File: src/rtl/fifo_burst_reader_if.sv
// Handshake bundle between the burst reader, its controller, the FIFO read port and the
// downstream stream consumer.
interface fifo_burst_reader_if #(
    parameter int unsigned DataWidth = 32,
    parameter int unsigned LenWidth  = 16
);
    logic                 start;
    logic [LenWidth-1:0]  burst_len;
    logic                 fifo_empty;
    logic [DataWidth-1:0] fifo_data;
    logic                 fifo_rd_en;
    logic                 m_valid;
    logic [DataWidth-1:0] m_data;
    logic                 m_last;
    logic                 m_ready;
    logic                 busy;
    logic                 done;

    // Reader side: consumes control, FIFO data and downstream ready.
    modport master (
        input  start, burst_len, fifo_empty, fifo_data, m_ready,
        output fifo_rd_en, m_valid, m_data, m_last, busy, done
    );

    // Environment side: controller, FIFO and consumer.
    modport slave (
        output start, burst_len, fifo_empty, fifo_data, m_ready,
        input  fifo_rd_en, m_valid, m_data, m_last, busy, done
    );
endinterface

File: src/rtl/fifo_burst_reader.sv
// Burst read engine: pops exactly burst_len words from a synchronous FIFO with a one-cycle
// registered read latency and re-presents them on a valid/ready stream with last marking.
module fifo_burst_reader #(
    parameter int unsigned DataWidth = 32,
    parameter int unsigned LenWidth  = 16
) (
    input  logic                i_clk,
    input  logic                i_reset,
    fifo_burst_reader_if.master io_bus
);
    typedef enum logic [1:0] {StIdle, StRun, StDone} state_e;

    localparam logic [LenWidth-1:0] LenOne = LenWidth'(1);

    state_e               r_state;
    state_e               w_state_next;
    logic [LenWidth-1:0]  r_len;
    logic [LenWidth-1:0]  r_issue_cnt;
    logic [LenWidth-1:0]  r_deliver_cnt;
    logic                 r_inflight;
    logic [1:0]           r_occ;
    logic [DataWidth-1:0] r_buf0;
    logic [DataWidth-1:0] r_buf1;

    logic                 w_pop;
    logic                 w_rd_en;
    logic                 w_last_pop;
    logic [2:0]           w_outstanding;

    assign w_pop         = (r_occ != 2'd0) && io_bus.m_ready;
    assign w_outstanding = {1'b0, r_occ} + {2'b00, r_inflight};
    // occ + inflight - pop < 2, with pop moved to the right to stay unsigned
    assign w_rd_en       = (r_state == StRun) && !io_bus.fifo_empty &&
                           (r_issue_cnt < r_len) &&
                           (w_outstanding < (3'd2 + {2'b00, w_pop}));
    assign w_last_pop    = w_pop && (r_deliver_cnt == (r_len - LenOne));

    // Next-state decode for the burst sequencer.
    always_comb begin
        w_state_next = r_state;
        unique case (r_state)
            StIdle: begin
                if (io_bus.start) begin
                    w_state_next = (io_bus.burst_len != '0) ? StRun : StDone;
                end
            end
            StRun: begin
                if (w_last_pop) begin
                    w_state_next = StDone;
                end
            end
            StDone:  w_state_next = StIdle;
            default: w_state_next = StIdle;
        endcase
    end

    // State register.
    always_ff @(posedge i_clk) begin
        if (i_reset) begin
            r_state <= StIdle;
        end else begin
            r_state <= w_state_next;
        end
    end

    // Burst length latch and issue/deliver counters.
    always_ff @(posedge i_clk) begin
        if (i_reset) begin
            r_len         <= '0;
            r_issue_cnt   <= '0;
            r_deliver_cnt <= '0;
            r_inflight    <= 1'b0;
        end else begin
            r_inflight <= w_rd_en;
            if ((r_state == StIdle) && io_bus.start) begin
                r_len         <= io_bus.burst_len;
                r_issue_cnt   <= '0;
                r_deliver_cnt <= '0;
            end else begin
                if (w_rd_en) begin
                    r_issue_cnt <= r_issue_cnt + LenOne;
                end
                if (w_pop) begin
                    r_deliver_cnt <= r_deliver_cnt + LenOne;
                end
            end
        end
    end

    // Two-entry output buffer; r_buf0 is always the head presented downstream.
    always_ff @(posedge i_clk) begin
        if (i_reset) begin
            r_occ  <= 2'd0;
            r_buf0 <= '0;
            r_buf1 <= '0;
        end else begin
            unique case ({r_inflight, w_pop})
                2'b10: begin
                    if (r_occ == 2'd0) begin
                        r_buf0 <= io_bus.fifo_data;
                    end else begin
                        r_buf1 <= io_bus.fifo_data;
                    end
                    r_occ <= r_occ + 2'd1;
                end
                2'b01: begin
                    r_buf0 <= r_buf1;
                    r_occ  <= r_occ - 2'd1;
                end
                2'b11: begin
                    // Occupancy unchanged; the new word lands behind whatever remains.
                    if (r_occ == 2'd1) begin
                        r_buf0 <= io_bus.fifo_data;
                    end else begin
                        r_buf0 <= r_buf1;
                        r_buf1 <= io_bus.fifo_data;
                    end
                end
                default: ;
            endcase
        end
    end

    assign io_bus.fifo_rd_en = w_rd_en;
    assign io_bus.m_valid    = (r_occ != 2'd0);
    assign io_bus.m_data     = r_buf0;
    assign io_bus.m_last     = (r_occ != 2'd0) && (r_deliver_cnt == (r_len - LenOne));
    assign io_bus.busy       = (r_state == StRun);
    assign io_bus.done       = (r_state == StDone);
endmodule

File: src/flat_wrapper.sv
// flat-port wrapper written by rule: the top's interface ports become plain ports
module fifo_burst_reader_flat 
#(
    parameter int unsigned DataWidth = 32,
    parameter int unsigned LenWidth  = 16
)
  (i_clk, i_reset, io_bus_start, io_bus_burst_len, io_bus_fifo_empty, io_bus_fifo_data, io_bus_m_ready, io_bus_fifo_rd_en, io_bus_m_valid, io_bus_m_data, io_bus_m_last, io_bus_busy, io_bus_done);
  fifo_burst_reader_if #(.DataWidth(DataWidth), .LenWidth(LenWidth)) io_bus_i ();
  input  logic i_clk;
  input  logic i_reset;
  input wire logic [$bits(io_bus_i.start)-1:0] io_bus_start;
  input wire logic [$bits(io_bus_i.burst_len)-1:0] io_bus_burst_len;
  input wire logic [$bits(io_bus_i.fifo_empty)-1:0] io_bus_fifo_empty;
  input wire logic [$bits(io_bus_i.fifo_data)-1:0] io_bus_fifo_data;
  input wire logic [$bits(io_bus_i.m_ready)-1:0] io_bus_m_ready;
  output wire logic [$bits(io_bus_i.fifo_rd_en)-1:0] io_bus_fifo_rd_en;
  output wire logic [$bits(io_bus_i.m_valid)-1:0] io_bus_m_valid;
  output wire logic [$bits(io_bus_i.m_data)-1:0] io_bus_m_data;
  output wire logic [$bits(io_bus_i.m_last)-1:0] io_bus_m_last;
  output wire logic [$bits(io_bus_i.busy)-1:0] io_bus_busy;
  output wire logic [$bits(io_bus_i.done)-1:0] io_bus_done;
  assign io_bus_i.start = io_bus_start;
  assign io_bus_i.burst_len = io_bus_burst_len;
  assign io_bus_i.fifo_empty = io_bus_fifo_empty;
  assign io_bus_i.fifo_data = io_bus_fifo_data;
  assign io_bus_i.m_ready = io_bus_m_ready;
  assign io_bus_fifo_rd_en = io_bus_i.fifo_rd_en;
  assign io_bus_m_valid = io_bus_i.m_valid;
  assign io_bus_m_data = io_bus_i.m_data;
  assign io_bus_m_last = io_bus_i.m_last;
  assign io_bus_busy = io_bus_i.busy;
  assign io_bus_done = io_bus_i.done;
  fifo_burst_reader #(.DataWidth(DataWidth), .LenWidth(LenWidth)) u_core (.i_clk(i_clk), .i_reset(i_reset), .io_bus(io_bus_i));
endmodule
File: config.mk
export PLATFORM = sky130hd
export DESIGN_NAME = fifo_burst_reader_flat
export DESIGN_NICKNAME = d
export VERILOG_FILES = /design/src/rtl/fifo_burst_reader_if.sv /design/src/rtl/fifo_burst_reader.sv /design/src/flat_wrapper.sv
export SDC_FILE = /design/constraint.sdc
export NUM_CORES = 1
export LEC_CHECK = 0
export ABC_CLOCK_PERIOD_IN_PS = 3600
export CAP_MARGIN = 10
export CORE_UTILIZATION = 30
export CTS_CLUSTER_DIAMETER = 60
export DETAILED_ROUTE_END_ITERATION = 6
export SYNTH_ARGS = -nofsm -noshare
export SYNTH_HDL_FRONTEND = slang
export SYNTH_SLANG_ARGS = --single-unit
File: constraint.sdc
create_clock -name i_clk -period 3.6 [get_ports i_clk]
set_clock_uncertainty 0.2 [all_clocks]
set_input_delay 0.72 -clock i_clk [delete_from_list [all_inputs] [get_ports i_clk]]
set_output_delay 0.72 -clock i_clk [all_outputs]
set_load 0.1 [all_outputs]
# After elaboration in Yosys (flattened, before gate mapping)

Cells that the tools add are included.

Register bits: 117
Input port bits: 53
Output and inout bits: 37

Add/subtract/negate cells: 7
Magnitude comparators: 2
Equality and inequality tests: 12
Multiplexer cells: 11
Reduce and logical (&&, ||, !) cells: 19

Operator list:

| operator                                                                | count |
|---|---|
| 32-bit 2-to-1 mux                                                       | 4 |
| 32-bit one-hot mux with 3 select lines                                  | 1 |
| 32-bit one-hot mux with 2 select lines                                  | 1 |
| 16-bit by 1-bit adder with 16-bit output, second input constant         | 2 |
| 16-bit == test                                                          | 1 |
| 16-bit less-than comparator                                             | 1 |
| 16-bit nonzero test                                                     | 1 |
| 16-bit by 1-bit subtractor with 16-bit output, second input constant    | 1 |
| 2-bit one-hot mux with 2 select lines                                   | 2 |
| 1-bit logical AND                                                       | 7 |
| 2-bit by 1-bit == test with 1-bit output, second input constant         | 3 |
| 2-bit == test, second input constant                                    | 3 |
| 2-bit 2-to-1 mux                                                        | 3 |
| 2-bit inequality test, second input constant                            | 3 |
| 2-bit nonzero test                                                      | 3 |
| 2-bit logical NOT                                                       | 2 |
| 2-bit by 1-bit inequality test with 1-bit output, second input constant | 2 |
| 2-bit AND reduction                                                     | 2 |
| 2-bit by 1-bit adder with 3-bit output                                  | 1 |
| 2-bit by 1-bit adder with 3-bit output, first input constant            | 1 |
| 3-bit less-than comparator                                              | 1 |
| 3-bit AND reduction                                                     | 1 |
| 3-bit nonzero test                                                      | 1 |
| 2-bit by 1-bit adder with 2-bit output, second input constant           | 1 |
| 3 further kinds                                                         | 3 |

# Longest topological paths before layout

Word-level depth: 5
Depth in mapped cells: 11
Gate-level depth less buffers: 9

# Worst setup path after synthesis

Ideal clock, no wire load.

Path type: reg-to-output
From: reg u_core.r_len[0]
To: out io_bus_m_last
Arrival: 4747 ps
Setup slack: -2067 ps
Cell stages (with the launch flop): 10
Path buffers: 1
Path through: dfxtp_1 inv_1 ha_1 buf_4 or4b_4 nor3_2 xnor2_1 nor4_2 nand4_1 nor4_1

Longest elaborated chain between the ends: 3

Ends and longest elaborated chain:

| element                                       | line                     | text |
|---|---|---|
| start: declaration                            | fifo_burst_reader.sv:17  | `logic [LenWidth-1:0] r_len;` |
| start signal: assignment                      | fifo_burst_reader.sv:76  | `r_len <= io_bus.burst_len;` |
| 16-bit by 1-bit subtractor with 16-bit output | fifo_burst_reader.sv:127 | `assign io_bus.m_last = (r_occ != 2'd0) && (r_deliver_cnt == (r_len - LenOne));` |
| 16-bit == test                                | fifo_burst_reader.sv:127 |  |
| 1-bit logical AND                             | fifo_burst_reader.sv:127 |  |
| end: declaration                              | flat_wrapper.sv:19       | `output wire logic [$bits(io_bus_i.m_last)-1:0] io_bus_m_last;` |

Every way passes these cells.

# Worst setup path in the final report

From: reg u_core.r_len[9]
To: out io_bus_m_last

The elaborated chain is that of the path after synthesis.

==> metrics.csv <==
stage;metric;value;unit
sta;RSZ-0062 raised after global routing;true;
synth;Post-synth EDFFs;0;
sta;maximum clock frequency;0.279;GHz
synth;register bit total from synthesis;117;
cts;CTS root buf;clkbuf_16;
worst_setup_path;crit path max fanout;5;
run_status;status;finished with violations;
synth;ys flop type;dfxtp_1;
worst_setup_path;Worst Path Buf+Inv;2;
routing;drt initial violations;276;
routing;final WL;15.1;mm
sta;Rel. slew slack;31.8;%
worst_setup_path;crit-path leading delay family;simple AND/OR/NAND/NOR gates;
sta;slew of the pin with the lowest slew margin;1020;ps
place;gp weighted congestion;0.866;
final_layout;nets@finish;865;
synth;Mapped Cells;695;
final_layout;most common cell after layout, fill and taps aside;nand2_1;
grt;vias in the first global route;4847;
routing;drt wl/cell;14.8;um
power_and_ir_drop;Comb pwr share;41.4;%
routing;DRC;1;
cts;Num CTS Buffers;17;
final_layout;Final Non-Filler Cells;1027;
final_layout;# fillers;1798;
run_status;failing checks;DRC;
worst_setup_path;crit end category;output pin;
worst_setup_path;Data arrival, critical path;2670;ps
power_and_ir_drop;switching power;2550;uW
die;I/O Pins;90;
die;Initial Util;31.0;%
worst_setup_path;Setup CP Type;register to output pin;
power_and_ir_drop;Int Pwr;3440;uW
die;Die Y;139;um
synth;Seq/Total Area, Yosys;41.5;%
place;HPWL Detailed;10.3;mm
power_and_ir_drop;Clock power frac;31.5;%
grt;GRT Total Usage;15.8;%
synth;synth warn;0;
place;Inst Count DP;991;
hold_path;Tightest Hold Check Type;register to register;
routing;post-route ant nets;0;
cts;Clock H-tree levels;4;
sta;final hold vios;0;
die;chip width;139;um
synth;synthesized area;0.00564;mm^2
worst_setup_path;CP max stage cell;dfxtp_1;
cts;Clock Pin Slew Worst Setup and Hold Paths;50;ps
final_layout;Area Overhead vs Synth;33.8;%
grt;grt total ovfl;0;
die;Rows;49;
power_and_ir_drop;switching share of power;42.6;%
place;Port Buffers;89;
cts;Max Root-Sink Buffers;2;
synth;Async S/R FF share, synth;0;%
routing;Initial DRT Pass Iterations;6;
worst_setup_path;critical-path cell list;nor4_4 > nand4_1 > buf_4 > nor3_1 > xnor2_1 > nand4_1 > nor4_4 > buf_12;
final_layout;most frequent cells in the layout;125 x nand2_1, 115 x dfxtp_1, 68 x nor2_1;
flow_run;Max-cap violations;0;
die;die area;0.0194;mm^2
synth;post-synth cell types;45;
sta;crit share post-route;99.7;%
cts;Worst-Skew Late Latency;410;ps
cts;CTS tree;done;
power_and_ir_drop;total power;5980;uW
power_and_ir_drop;worst vdd ir;0.647;mV
worst_setup_path;worst path required time;2680;ps
sta;post-layout min period;3590;ps
worst_setup_path;Critical Path Max Stage Delay;420;ps
cts;# hold bufs at CTS;0;
grt;initial antenna violation count;1;
sta;max-slew violations;0;
routing;DR vias;5097;
grt;first-pass GRT wire length;24.3;mm
cts;sinks on the clock net;117;
final_layout;post-route core utilization;41.5;%
synth;syn_nets;773;
power_and_ir_drop;Flop pwr share;27.1;%
power_and_ir_drop;LEAKAGE;0.00279;uW
grt;largest net degree at the start of global routing;43;
final_layout;share of layout cells above drive strength 1;13.7;%
power_and_ir_drop;PD cells;793;mW/mm^2
routing;vias per cell;4.96;
synth;syn avg cell area;8.12;um^2
sta;final setup fails;0;
die;Core Box Area;0.0182;mm^2
worst_setup_path;Worst setup SP type;register;
registers in the layout, indices dropped and copies added, names as in the netlist:
| name | count |
|---|---|
| u_core.r_deliver_cnt | 16 |
| u_core.r_inflight | 1 |
| u_core.r_len | 16 |
| u_core.r_issue_cnt | 16 |
| u_core.r_buf1 | 32 |
| u_core.r_occ | 2 |
| u_core.r_state | 2 |
| u_core.io_bus.m_data | 32 |
routing by layer:
layer	wire [um]	up-vias	GRT usage, %
met3	543	16	4.04
met5	0	-	0
met4	259	0	6.73
met1	6940	2394	19.1
met2	7400	88	26.7
li1	-	2599	-
what timing repair did:
| action | CTS | global route |
|---|---|---|
| setup endpoints to repair | 1 | 1 |
| pin swaps | 10 | 3 |
| gates resized for setup | 13 | 3 |
| setup buffers | 4 | 2 |
cell usage after synthesis (3+ instances only):
master | instances | area, um^2
a211oi_1 | 33 | 248
a21o_1 | 6 | 45.0
a21oi_1 | 65 | 325
a22oi_1 | 33 | 248
and3_1 | 9 | 56.3
buf_1 | 3 | 11.3
clkbuf_1 | 32 | 120
dfxtp_1 | 117 | 2340
ha_1 | 25 | 313
inv_1 | 26 | 97.6
mux2i_1 | 4 | 40.0
nand2_1 | 125 | 469
nand2b_1 | 4 | 25.0
nand3_1 | 16 | 80.1
nand4_1 | 7 | 43.8
nor2_1 | 70 | 263
nor3_1 | 10 | 50.1
nor3_2 | 3 | 30.0
nor4_1 | 13 | 81.3
o21ai_0 | 9 | 45.0
o21ai_1 | 5 | 25.0
or3_1 | 5 | 31.3
xnor2_1 | 29 | 254
xor2_1 | 20 | 175
per-stage QoR:
stage                     hold WS [ps]  setup TNS [ps]  worst slack (ps)  area [um^2]
after global routing               268           -78.4             -78.4         7550
after floorplan                    236            -297              -297         5660
final                              253               0              10.3         7550
after detailed placement           247               0               226         6790
after global placement             241               0               248         6790
after CTS                          253               0             0.775         7520
power groups by stage:
stage | Combinational [uW] | Sequential (uW) | Clock [uW]
floorplan | 822 | 2670 | 0
global placement | 2440 | 1640 | 0
detailed placement | 2450 | 1640 | 0
CTS | 2480 | 1620 | 1920
global route | 2620 | 1640 | 1970
finish | 2480 | 1620 | 1880
layout make-up:
| class | count | area [um^2] | area share (%) |
|---|---|---|---|
| Antenna cell | 1 | 2.50 | 0.0331 |
| Inverter | 27 | 101 | 1.34 |
| Sequential cell | 117 | 2340 | 31.1 |
| Clock buffer | 19 | 443 | 5.87 |
| Multi-Input combinational cell | 513 | 3150 | 41.7 |
| Timing Repair Buffer | 111 | 1020 | 13.5 |
| Tap cell | 229 | 287 | 3.80 |
| Clock inverter | 10 | 205 | 2.72 |
path summary, 6_finish.rpt:
check,start,endpoint,slack [ps],depth (start not counted)
setup / recovery,u_core.r_len[9],io_bus_m_last,10,8
hold / removal,u_core.r_buf1[31],u_core.r_buf1[31],250,2
setup reg to reg,u_core.r_occ[1],u_core.r_buf1[29],750,11
hold reg to reg,u_core.r_buf1[31],u_core.r_buf1[31],250,2
cells by family after synthesis:
group	Yosys count	share of synthesized area (%)
multiplexers	4	0.710
AO/OA/AOI/OAI	161	18.2
AND/OR/NAND/NOR	274	22.0
adder cells (fa/ha/maj)	25	5.54
flip-flops	117	41.5
buffers and inverters	65	4.44
XOR/XNOR	49	7.61
worst reg2reg max path: cells and delay by family, from the launching register on:
kind	cells	cell delay [ps]
and+or+nand+nor	2	260
buffers and inverters	4	700
adders and majority gates	2	700
DFF	1	320
AOI/OAI and AO/OA	3	610
Note: power is estimated with default switching activity, not from simulation.
